<file path="src/rtl/iic_eeprom_ctrl_if.sv">
// Request/response handshake plus the byte-level I2C master connection for iic_eeprom_ctrl.
// slave = controller view, master = requester/test view.
interface iic_eeprom_ctrl_if;
  logic       req_valid;
  logic       req_ready;
  logic       req_wr;
  logic [7:0] req_addr;
  logic [7:0] req_wdata;
  logic       rsp_valid;
  logic [7:0] rsp_rdata;
  logic       rsp_err;
  logic       busy;
  logic [1:0] m_call;
  logic [7:0] m_addr;
  logic [7:0] m_wdata;
  logic       m_done;
  logic [7:0] m_rdata;
  logic       m_rst_n;

  modport slave (
    input  req_valid, req_wr, req_addr, req_wdata, m_done, m_rdata,
    output req_ready, rsp_valid, rsp_rdata, rsp_err, busy,
           m_call, m_addr, m_wdata, m_rst_n
  );

  modport master (
    output req_valid, req_wr, req_addr, req_wdata, m_done, m_rdata,
    input  req_ready, rsp_valid, rsp_rdata, rsp_err, busy,
           m_call, m_addr, m_wdata, m_rst_n
  );
endinterface

</file>
<file path="src/rtl/iic_eeprom_ctrl.sv">
// Single-byte EEPROM transaction controller in front of the byte-level I2C master.
// Enforces tWR after writes and aborts hung calls by timeout plus a master reset pulse.
module iic_eeprom_ctrl #(
  parameter int unsigned TIMEOUT_CYC = 50000,
  parameter int unsigned TWR_CYC     = 250000
) (
  input logic               clk,
  input logic               rst,
  iic_eeprom_ctrl_if.slave  bus
);

  typedef enum logic [1:0] {IDLE, CALL, TWR, ABORT} state_t;

  localparam logic [19:0] TIMEOUT_LAST = 20'(TIMEOUT_CYC - 1);
  localparam logic [19:0] TWR_LAST     = 20'(TWR_CYC - 1);

  state_t      state_q, state_d;
  logic [19:0] timer_q, timer_d;
  logic [1:0]  call_q, call_d;
  logic [7:0]  addr_q, addr_d;
  logic [7:0]  wdata_q, wdata_d;
  logic        rsp_valid_q, rsp_valid_d;
  logic [7:0]  rsp_rdata_q, rsp_rdata_d;
  logic        rsp_err_q, rsp_err_d;

  always_ff @(posedge clk or posedge rst) begin
    if (rst) begin
      state_q     <= IDLE;
      timer_q     <= '0;
      call_q      <= 2'b00;
      addr_q      <= '0;
      wdata_q     <= '0;
      rsp_valid_q <= 1'b0;
      rsp_rdata_q <= '0;
      rsp_err_q   <= 1'b0;
    end else begin
      state_q     <= state_d;
      timer_q     <= timer_d;
      call_q      <= call_d;
      addr_q      <= addr_d;
      wdata_q     <= wdata_d;
      rsp_valid_q <= rsp_valid_d;
      rsp_rdata_q <= rsp_rdata_d;
      rsp_err_q   <= rsp_err_d;
    end
  end

  always_comb begin
    state_d     = state_q;
    timer_d     = timer_q;
    call_d      = call_q;
    addr_d      = addr_q;
    wdata_d     = wdata_q;
    rsp_valid_d = 1'b0;
    rsp_rdata_d = rsp_rdata_q;
    rsp_err_d   = rsp_err_q;

    unique case (state_q)
      IDLE: begin
        if (bus.req_valid) begin
          call_d  = bus.req_wr ? 2'b10 : 2'b01;
          addr_d  = bus.req_addr;
          wdata_d = bus.req_wdata;
          timer_d = '0;
          state_d = CALL;
        end
      end
      CALL: begin
        timer_d = timer_q + 20'd1;
        // A completion in the terminal-count cycle beats the timeout.
        if (bus.m_done) begin
          call_d      = 2'b00;
          rsp_valid_d = 1'b1;
          rsp_err_d   = 1'b0;
          rsp_rdata_d = call_q[1] ? 8'h00 : bus.m_rdata;
          if (call_q[1]) begin
            timer_d = '0;
            state_d = TWR;
          end else begin
            state_d = IDLE;
          end
        end else if (timer_q == TIMEOUT_LAST) begin
          call_d      = 2'b00;
          rsp_valid_d = 1'b1;
          rsp_err_d   = 1'b1;
          rsp_rdata_d = 8'h00;
          state_d     = ABORT;
        end
      end
      TWR: begin
        if (timer_q == TWR_LAST) begin
          timer_d = '0;
          state_d = IDLE;
        end else begin
          timer_d = timer_q + 20'd1;
        end
      end
      ABORT: begin
        state_d = IDLE;
      end
      default: begin
        state_d = IDLE;
      end
    endcase
  end

  assign bus.req_ready = (state_q == IDLE);
  assign bus.busy      = (state_q != IDLE);
  assign bus.m_call    = call_q;
  assign bus.m_addr    = addr_q;
  assign bus.m_wdata   = wdata_q;
  assign bus.rsp_valid = rsp_valid_q;
  assign bus.rsp_rdata = rsp_rdata_q;
  assign bus.rsp_err   = rsp_err_q;
  // Master is held in reset through system reset and for the single ABORT cycle.
  assign bus.m_rst_n   = ~(rst | (state_q == ABORT));

endmodule

</file>
<file path="src/flat_wrapper.sv">
// flat-port wrapper written by rule: the top's interface ports become plain ports
module iic_eeprom_ctrl_flat 
#(
  parameter int unsigned TIMEOUT_CYC = 50000,
  parameter int unsigned TWR_CYC     = 250000
)
  (clk, rst, bus_req_valid, bus_req_wr, bus_req_addr, bus_req_wdata, bus_m_done, bus_m_rdata, bus_req_ready, bus_rsp_valid, bus_rsp_rdata, bus_rsp_err, bus_busy, bus_m_call, bus_m_addr, bus_m_wdata, bus_m_rst_n);
  iic_eeprom_ctrl_if bus_i ();
  input logic clk;
  input logic rst;
  input wire logic [$bits(bus_i.req_valid)-1:0] bus_req_valid;
  input wire logic [$bits(bus_i.req_wr)-1:0] bus_req_wr;
  input wire logic [$bits(bus_i.req_addr)-1:0] bus_req_addr;
  input wire logic [$bits(bus_i.req_wdata)-1:0] bus_req_wdata;
  input wire logic [$bits(bus_i.m_done)-1:0] bus_m_done;
  input wire logic [$bits(bus_i.m_rdata)-1:0] bus_m_rdata;
  output wire logic [$bits(bus_i.req_ready)-1:0] bus_req_ready;
  output wire logic [$bits(bus_i.rsp_valid)-1:0] bus_rsp_valid;
  output wire logic [$bits(bus_i.rsp_rdata)-1:0] bus_rsp_rdata;
  output wire logic [$bits(bus_i.rsp_err)-1:0] bus_rsp_err;
  output wire logic [$bits(bus_i.busy)-1:0] bus_busy;
  output wire logic [$bits(bus_i.m_call)-1:0] bus_m_call;
  output wire logic [$bits(bus_i.m_addr)-1:0] bus_m_addr;
  output wire logic [$bits(bus_i.m_wdata)-1:0] bus_m_wdata;
  output wire logic [$bits(bus_i.m_rst_n)-1:0] bus_m_rst_n;
  assign bus_i.req_valid = bus_req_valid;
  assign bus_i.req_wr = bus_req_wr;
  assign bus_i.req_addr = bus_req_addr;
  assign bus_i.req_wdata = bus_req_wdata;
  assign bus_i.m_done = bus_m_done;
  assign bus_i.m_rdata = bus_m_rdata;
  assign bus_req_ready = bus_i.req_ready;
  assign bus_rsp_valid = bus_i.rsp_valid;
  assign bus_rsp_rdata = bus_i.rsp_rdata;
  assign bus_rsp_err = bus_i.rsp_err;
  assign bus_busy = bus_i.busy;
  assign bus_m_call = bus_i.m_call;
  assign bus_m_addr = bus_i.m_addr;
  assign bus_m_wdata = bus_i.m_wdata;
  assign bus_m_rst_n = bus_i.m_rst_n;
  iic_eeprom_ctrl #(.TIMEOUT_CYC(TIMEOUT_CYC), .TWR_CYC(TWR_CYC)) u_core (.clk(clk), .rst(rst), .bus(bus_i));
endmodule
</file>
<file path="config.mk">
export PLATFORM = sky130hd
export DESIGN_NAME = iic_eeprom_ctrl_flat
export DESIGN_NICKNAME = d
export VERILOG_FILES = /design/src/rtl/iic_eeprom_ctrl_if.sv /design/src/rtl/iic_eeprom_ctrl.sv /design/src/flat_wrapper.sv
export SDC_FILE = /design/constraint.sdc
export NUM_CORES = 1
export LEC_CHECK = 0
export ABC_CLOCK_PERIOD_IN_PS = 3700
export BUFFER_PORTS_ARGS = -buffer_cell sky130_fd_sc_hd__buf_4
export CAP_MARGIN = 20
export CORE_MARGIN = 4
export CORE_UTILIZATION = 58
export DETAILED_ROUTE_END_ITERATION = 10
export PLACE_DENSITY = 0.83
export SETUP_SLACK_MARGIN = 0.05
export SLEW_MARGIN = 10
export SYNTH_ARGS = -nofsm -noshare
export SYNTH_HDL_FRONTEND = slang
export SYNTH_SLANG_ARGS = --single-unit
</file>
<file path="constraint.sdc">
create_clock -name clk -period 3.7 [get_ports clk]
set_clock_uncertainty 0.1 [all_clocks]
set_input_delay 1.11 -clock clk [delete_from_list [all_inputs] [get_ports clk]]
set_output_delay 1.11 -clock clk [all_outputs]
set_load 0.01 [all_outputs]
</file>
Word level (Yosys, flattened, before mapping)
Index checks and enable logic that the tools add are counted.
{"block": "classes", "add_sub_neg": 1, "n_eq_ne": 8, "mux": 24, "bitwise_logic": 2, "n_reduce_logical": 10}
{"operator": "$mux 20", "count": 4}
{"operator": "$pmux 20 s3", "count": 1}
{"operator": "$mux 8", "count": 3}
{"operator": "$add 20x1->20 const B", "count": 1}
{"operator": "$eq 20x16->1 const B", "count": 1}
{"operator": "$eq 20x18->1 const B", "count": 1}
{"operator": "$mux 2", "count": 9}
{"operator": "$pmux 2 s4", "count": 1}
{"operator": "$reduce_and 2->1", "count": 3}
{"operator": "$reduce_and 3->1", "count": 2}
{"operator": "$reduce_bool 2->1", "count": 3}
{"operator": "$mux 1", "count": 5}
{"operator": "$eq 2x2->1 const B", "count": 2}
{"operator": "$pmux 2 s2", "count": 1}
{"operator": "$ne 3x2->1 const B", "count": 1}
{"operator": "$reduce_bool 3->1", "count": 1}
{"operator": "$eq 2x1->1 const B", "count": 1}
{"operator": "$logic_not 2->1", "count": 1}
{"operator": "$ne 2x1->1 const B", "count": 1}
{"operator": "$ne 2x2->1 const B", "count": 1}
{"operator": "$not 1->1", "count": 1}
{"operator": "$or 1x1->1", "count": 1}
{"block": "totals", "regBits": 50, "in_bits": 29, "out_inout_bits": 31, "wordCells": 53}

Longest topological paths before layout
Gate-level depths: netlist of the first run.
{"block": "logic_depth", "word_depth": 4, "ltp_mapped": 7}

Least setup slack after synthesis of the first run
OpenSTA, ideal clock, no wires.
{"block": "synth_path", "path_type": "input -> output", "startpoint": "in rst", "endpoint": "out bus_m_rst_n", "arrival_time_ns": 1.267, "slack_ns": 1.223, "cell_stages": 1, "path_buffers": 0, "cell_sequence": "nor2_1"}
{"block": "synth_between", "elab_chain_len": 2}
{"element": "from (decl)", "line": "flat_wrapper.sv:10", "text": "input logic rst;"}
{"element": "$or 1x1->1", "line": "iic_eeprom_ctrl.sv:116", "text": "assign bus.m_rst_n = ~(rst | (state_q == ABORT));"}
{"element": "$not 1->1", "line": "iic_eeprom_ctrl.sv:116"}
{"element": "to (decl)", "line": "flat_wrapper.sv:25", "text": "output wire logic [$bits(bus_i.m_rst_n)-1:0] bus_m_rst_n;"}
Every way passes these cells.

Worst setup path in the final report of the first run
{"block": "layout_path", "startpoint": "reg u_core.state_q[0]", "endpoint": "out bus_busy"}
{"block": "layout_between", "elab_chain_len": 1}
{"element": "from (decl)", "line": "iic_eeprom_ctrl.sv:17", "text": "state_t state_q, state_d;"}
{"element": "from (signal assigned)", "line": "iic_eeprom_ctrl.sv:37", "text": "state_q <= state_d;"}
{"element": "$reduce_bool 2->1", "line": "iic_eeprom_ctrl.sv:108", "text": "assign bus.busy = (state_q != IDLE);"}
{"element": "to (decl)", "line": "flat_wrapper.sv:21", "text": "output wire logic [$bits(bus_i.busy)-1:0] bus_busy;"}
Every way passes these cells.

==> impl_metrics.csv, run 1 <==
group,metric,value,unit
run_status,status,"complete, no violations",
yosys,ys_async_sr_fraction,100,%
yosys,synth_flop_cell,"dfrtp_1",
clock_tree,holdBufCountCts,0,
clock_tree,post_cts_buffers,0,
placement,gp_congestion,0.885,
route,wire_per_inst,17.3,µm
pwr,max-vdd-ir-drop,0.000454,V
global_route,grt_overflow_total,0,
worst_setup_path,worstPathMaxFanout,6,
final_layout,layout-drive-gt1-share,33.6,%
die,die-height,74.5,µm
route,wl,6.03,mm
worst_setup_path,end_kind,"output port",
die,dieWidth,74.5,µm
min_path,hold_path_class,"flip-flop to flip-flop",
worst_setup_path,worstRegToRegCells,7,
yosys,syn_area,2560,µm²
job,cap_violations,0,
final_layout,finalNetCount,331,
route,routed_via_density,5.99,
worst_setup_path,arrival,1.46,ns
sta,fin_tns_setup,0,ns
yosys,synthTopCellsByArea,"dfrtp_1, mux2_2, a21o_1",
yosys,ys_ff_latch,50,
min_path,holdPathStages,1,
route,antenna_left,0,
final_layout,utilization,76.1,%
pwr,power.leakage,0.00153,µW
pwr,p_total,2180,µW
clock_tree,cts.htree.levels,2,
sta,rsz0062_at_grt,"false",
yosys,ys_types,45,
die,io_pins,60,
global_route,grt_start_max_net_pins,24,
sta,finalCritPeriodShare,72.1,%
global_route,antenna_found_initial,0,
yosys,synth_area_per_cell,10.9,µm²
die,rows,23,
worst_setup_path,cp.required,2.49,ns
route,firstDrtPassIters,4,
placement,placed_cell_area,3070,µm²
die,initial_utilization,61.9,%
yosys,synthTopCellsByCount,"dfrtp_1, nor2_1, mux2_2, a21o_1, nand2_1",
yosys,ys_seq_area_share,48.8,%
die,die_area,5550,µm²
clock_tree,cts_root_buf,"clkbuf_8",
clock_tree,cts_tree,"built",
route,drc,0,
global_route,grt_pass1_wl,9.84,mm
global_route,gr-usage-all-layers,23.1,%
yosys,synth.most_common_cell,"dfrtp_1",
die,coreArea,4140,µm²
yosys,synth_fp_nets,269,
yosys,synth_edf_count,0,
route,drt_iter0_drc,198,
placement,port-buffer-count,59,
yosys,yosysWarnings,0,
worst_setup_path,path_class,"flip-flop to output port",
clock_tree,cts.path.max_buffers,2,
sta,setup_violations,0,
yosys,netlist.top_cell.by_area,"dfrtp_1",
sta,worst_pin_slew,0.612,ns
placement,dp.final_hpwl,4.49,mm
final_layout,area_growth,23.1,%
clock_tree,insertion_delay,0.31,ns
sta,slew_headroom,58.7,%
clock_tree,cts_made_buffers,5,
clock_tree,clk_pin_slew,0.08,ns
final_layout,num-fill-cells,306,
sta,hold_viol_final,0,
worst_setup_path,start_kind,"flip-flop",
global_route,grt_pass1_vias,2128,
sta,report.final.slew_viol_count,0,
yosys,synth_top_area_share,48.8,%
yosys,syn_inst,235,
clock_tree,clock_sinks,50,
sta,max_freq,375,MHz
final_layout,final_cell_area,3160,µm²
sta,min_period,2.67,ns
final_layout,antenna_cells,0,
route,route.vias.total,2086,
pwr,powerDensity,691,nW/µm²
clock_tree,post_cts_resized,0,
-- placed cells by master (no fill, tap or decap), drive strengths merged, types with 2 or more instances in the layout --
cell / Yosys / final
buf: 1 / 63
dfrtp: 50 / 50
nor2: 19 / 19
mux2: 16 / 16
a21o: 15 / 15
nand2: 14 / 14
o21ai: 12 / 12
nand3: 10 / 10
nand4: 8 / 8
and4b: 8 / 8
inv: 8 / 8
a21oi: 8 / 8
a22o: 7 / 7
nor4: 6 / 6
xor2: 5 / 5
ha: 5 / 5
clkbuf: 7 / 5
and4: 4 / 4
nor3: 4 / 4
and3: 4 / 4
nor2b: 3 / 3
or2: 2 / 2
and2: 2 / 2
a31oi: 2 / 2
o2bb2ai: 2 / 2
clkinv: 0 / 2
-- kinds of logic (layout without fill, tap and decap cells) --
logic type | count (synthesis) | count (layout) | synth area share [%]
AO/OA/AOI/OAI | 53 | 53 | 15.0
buffers and inverters | 16 | 79 | 2.49
AND/OR/NAND/NOR | 88 | 88 | 21.7
XOR/XNOR | 6 | 6 | 2.05
flip-flops | 50 | 50 | 48.8
adder cells (fa/ha/maj) | 5 | 5 | 2.44
multiplexers | 17 | 17 | 7.56
-- through the flow --
step | setup slack [ns] | std cells | hold slack [ns]
finish | 1.03 | 348 | 0.380
global route | 0.936 | 348 | 0.398
CTS | 1.03 | 348 | 0.386
detailed placement | 1.01 | 340 | 0.367
global placement | 1.06 | 340 | 0.361
floorplan | 1.22 | 235 | 0.406
-- worst max-delay path: stages, from the launching register on --
cell and delay (ns):
dfrtp_1 0.43, inv_1 0.10, ha_1 0.31, inv_1 0.15, buf_4 0.17
-- power by group --
part           leakage (µW)  internal [µW]  switching, µW
clock             0.0000441            133            183
sequential         0.000646            708            108
combinational      0.000838            503            545
-- area by class of cell --
cell class              count  area (µm²)  area share, %
flip-flops and latches     50        1250           39.7
multi-input cells         169        1250           39.6
repair buffers             63         473           15.0
clock buffers               5        68.8           2.18
well taps                  50        62.6           1.98
inverters                   8        30.0          0.952
clock inverters             3        21.3          0.674
-- final timing paths --
check | startpoint | endpoint | slack (ns)
hold / removal | u_core.bus.rsp_rdata[7] | u_core.bus.rsp_rdata[7] | 0.38
max in group asynchronous | rst | u_core.timer_q[10] | 2.28
hold reg to reg | u_core.bus.rsp_rdata[7] | u_core.bus.rsp_rdata[7] | 0.38
setup reg to reg | u_core.state_q[1] | u_core.timer_q[7] | 1.21
min in group asynchronous | rst | u_core.bus.rsp_rdata[6] | 0.64
setup / recovery | u_core.state_q[0] | bus_busy | 1.03
-- layer usage --
metal / share of wire (%) / up-vias / GRT usage (%)
met5: 0 / - / 0
met4: 1.4 / 0 / 7.71
met3: 6.1 / 8 / 5.41
met2: 50 / 72 / 38.3
met1: 43 / 1007 / 29.8
li1: - / 999 / -
-- registers in the layout, indices dropped and copies added, names as in the netlist --
register,count
u_core.bus.m_addr,8
u_core.bus.m_call,2
u_core.state_q,2
u_core.bus.rsp_valid,1
u_core.bus.rsp_err,1
u_core.timer_q,20
u_core.bus.rsp_rdata,8
u_core.bus.m_wdata,8
Note: power is estimated with default switching activity, not from simulation.
==> inputs of run 2 (changes only) <==
--- a/config.mk
+++ b/config.mk
@@ -5,13 +5,13 @@
 export SDC_FILE = /design/constraint.sdc
 export NUM_CORES = 1
 export LEC_CHECK = 0
-export ABC_CLOCK_PERIOD_IN_PS = 3700
+export ABC_CLOCK_PERIOD_IN_PS = 2200
 export BUFFER_PORTS_ARGS = -buffer_cell sky130_fd_sc_hd__buf_4
 export CAP_MARGIN = 20
 export CORE_MARGIN = 4
-export CORE_UTILIZATION = 58
+export CORE_UTILIZATION = 48
 export DETAILED_ROUTE_END_ITERATION = 10
-export PLACE_DENSITY = 0.83
+export PLACE_DENSITY = 0.73
 export SETUP_SLACK_MARGIN = 0.05
 export SLEW_MARGIN = 10
 export SYNTH_ARGS = -nofsm -noshare
==> constraint.sdc (replaced) <==
create_clock -name clk -period 2.2 [get_ports clk]
set_clock_uncertainty 0.1 [all_clocks]
set_input_delay 0.66 -clock clk [delete_from_list [all_inputs] [get_ports clk]]
set_output_delay 0.66 -clock clk [all_outputs]
set_load 0.01 [all_outputs]
==> run 2 against run 1 <==
Net effect:
- routed wire length increased by 1.2%
- critical path depth is the same
- non-clock buffer count is 14 higher
- highest routed layer unchanged
==> impl_metrics.csv, run 2 (synthesized netlist as in run 1, its figures left out) <==
group,metric,value,unit
run_status,status,"complete, no violations",
route,firstDrtPassIters,4,
global_route,grt_start_max_net_pins,51,
die,dieWidth,81.1,µm
worst_setup_path,cp.required,1.44,ns
worst_setup_path,path_class,"flip-flop to output port",
worst_setup_path,start_kind,"flip-flop",
min_path,hold_path_class,"input port to asynchronous set/reset pin",
sta,fin_tns_setup,0,ns
pwr,powerDensity,1210,nW/µm²
global_route,antenna_found_initial,0,
final_layout,largest_reg_flops,20,
placement,gp_congestion,0.879,
worst_setup_path,worstPathMaxFanout,3,
final_layout,final_cell_area,3350,µm²
route,drt_iter0_drc,161,
die,rows,26,
sta,rsz0062_at_grt,"false",
final_layout,top_register,"u_core.timer_q",
clock_tree,cts.htree.levels,2,
worst_setup_path,r2r_start,"u_core.timer_q[0]",
die,die-height,81.1,µm
global_route,grt_overflow_total,0,
sta,min_period,2.08,ns
sta,report.final.slew_viol_count,0,
die,coreArea,5140,µm²
route,route.vias.total,2195,
pwr,power.leakage,0.00162,µW
clock_tree,clock_sinks,50,
global_route,grt_pass1_wl,9.84,mm
sta,max_freq,482,MHz
pwr,max-vdd-ir-drop,0.000641,V
clock_tree,insertion_delay,0.31,ns
sta,finalCritPeriodShare,94.4,%
clock_tree,cts_tree,"built",
final_layout,antenna_cells,0,
route,drc,0,
pwr,p_total,4050,µW
job,cap_violations,0,
die,io_pins,60,
placement,placed_cell_area,3190,µm²
worst_setup_path,crit_start,"u_core.state_q[0]",
route,wl,6.11,mm
worst_setup_path,end_kind,"output port",
die,die_area,6570,µm²
final_layout,final_cell_mix,"buf_4, dfrtp_1, nor2_1",
final_layout,area_growth,30.6,%
final_layout,finalNetCount,345,
clock_tree,cts.path.max_buffers,2,
sta,hold_viol_final,0,
route,routed_via_density,5.75,
global_route,gr-usage-all-layers,19.3,%
die,initial_utilization,49.9,%
final_layout,final_common_cell,"buf_4",
route,wire_per_inst,16.0,µm
placement,dp.final_hpwl,4.49,mm
sta,setup_violations,0,
clock_tree,cts_root_buf,"clkbuf_8",
placement,port-buffer-count,59,
clock_tree,clk_pin_slew,0.10,ns
clock_tree,cts_made_buffers,5,
sta,worst_pin_slew,0.358,ns
route,antenna_left,0,
sta,slew_headroom,75.9,%
worst_setup_path,arrival,1.32,ns
final_layout,layout-drive-gt1-share,38.5,%
global_route,grt_pass1_vias,2072,
[run 2: critical path, stage by stage, from the launching register on]
cell and delay, ns:
dfrtp_1 0.42, buf_4 0.15, ha_1 0.22, nor2_1 0.11, buf_4 0.12
[run 2: final cells by class]
type	instances	area [µm²]
Tap cell	70	87.6
Sequential cell	50	1250
Multi-Input combinational cell	169	1270
Fill cell	419	1790
Clock inverter	2	38.8
Clock buffer	6	82.6
Timing Repair Buffer	77	591
Inverter	8	30.0
[run 2: report_power, final]
group | internal [µW] | total (µW) | switching [µW]
registers | 1190 | 1340 | 149
clock network | 374 | 696 | 321
logic | 1010 | 2020 | 1000
[run 2: path summary, 6_finish.rpt]
| kind | end | slack (ns) | depth (start not counted) |
|---|---|---|---|
| setup / recovery | bus_m_rst_n | 0.12 | 4 |
| hold / removal | u_core.timer_q[5] | 0.28 | 3 |
| setup reg to reg | u_core.timer_q[4] | 0.17 | 7 |
| hold reg to reg | u_core.bus.rsp_rdata[1] | 0.38 | 1 |
| max in group asynchronous | u_core.bus.m_addr[6] | 1.47 | 3 |
| min in group clk | u_core.bus.rsp_rdata[1] | 0.38 | 1 |
[run 2: per-layer routing]
layer | vias to the layer above | global-route usage, % | part of all wire, %
met5 | - | 0 | 0
met4 | 0 | 6.25 | 1.5
met3 | 13 | 4.55 | 6.5
met2 | 70 | 29.7 | 48
met1 | 1094 | 26.9 | 44
li1 | 1018 | - | -
[run 2: timing repair]
| action | in CTS | in global routing |
|---|---|---|
| buffers inserted | 3 | 0 |
| resized for setup | 2 | 5 |
| pin swaps | 0 | 4 |
| hold buffers | 0 | 0 |
| setup endpoints to repair | 1 | 15 |
[run 2: per-stage QoR]
stage / setup WS (ns) / std cells / hold slack, ns / util, %
after floorplan: 0.215 / 235 / 0.406 / -
after global placement: 0.0968 / 371 / 0.359 / 62.0
after detailed placement: 0.0262 / 371 / 0.367 / 62.0
after CTS: 0.0188 / 382 / 0.300 / 64.8
after global routing: 0.0643 / 382 / 0.307 / 65.2
final: 0.123 / 382 / 0.277 / 65.2
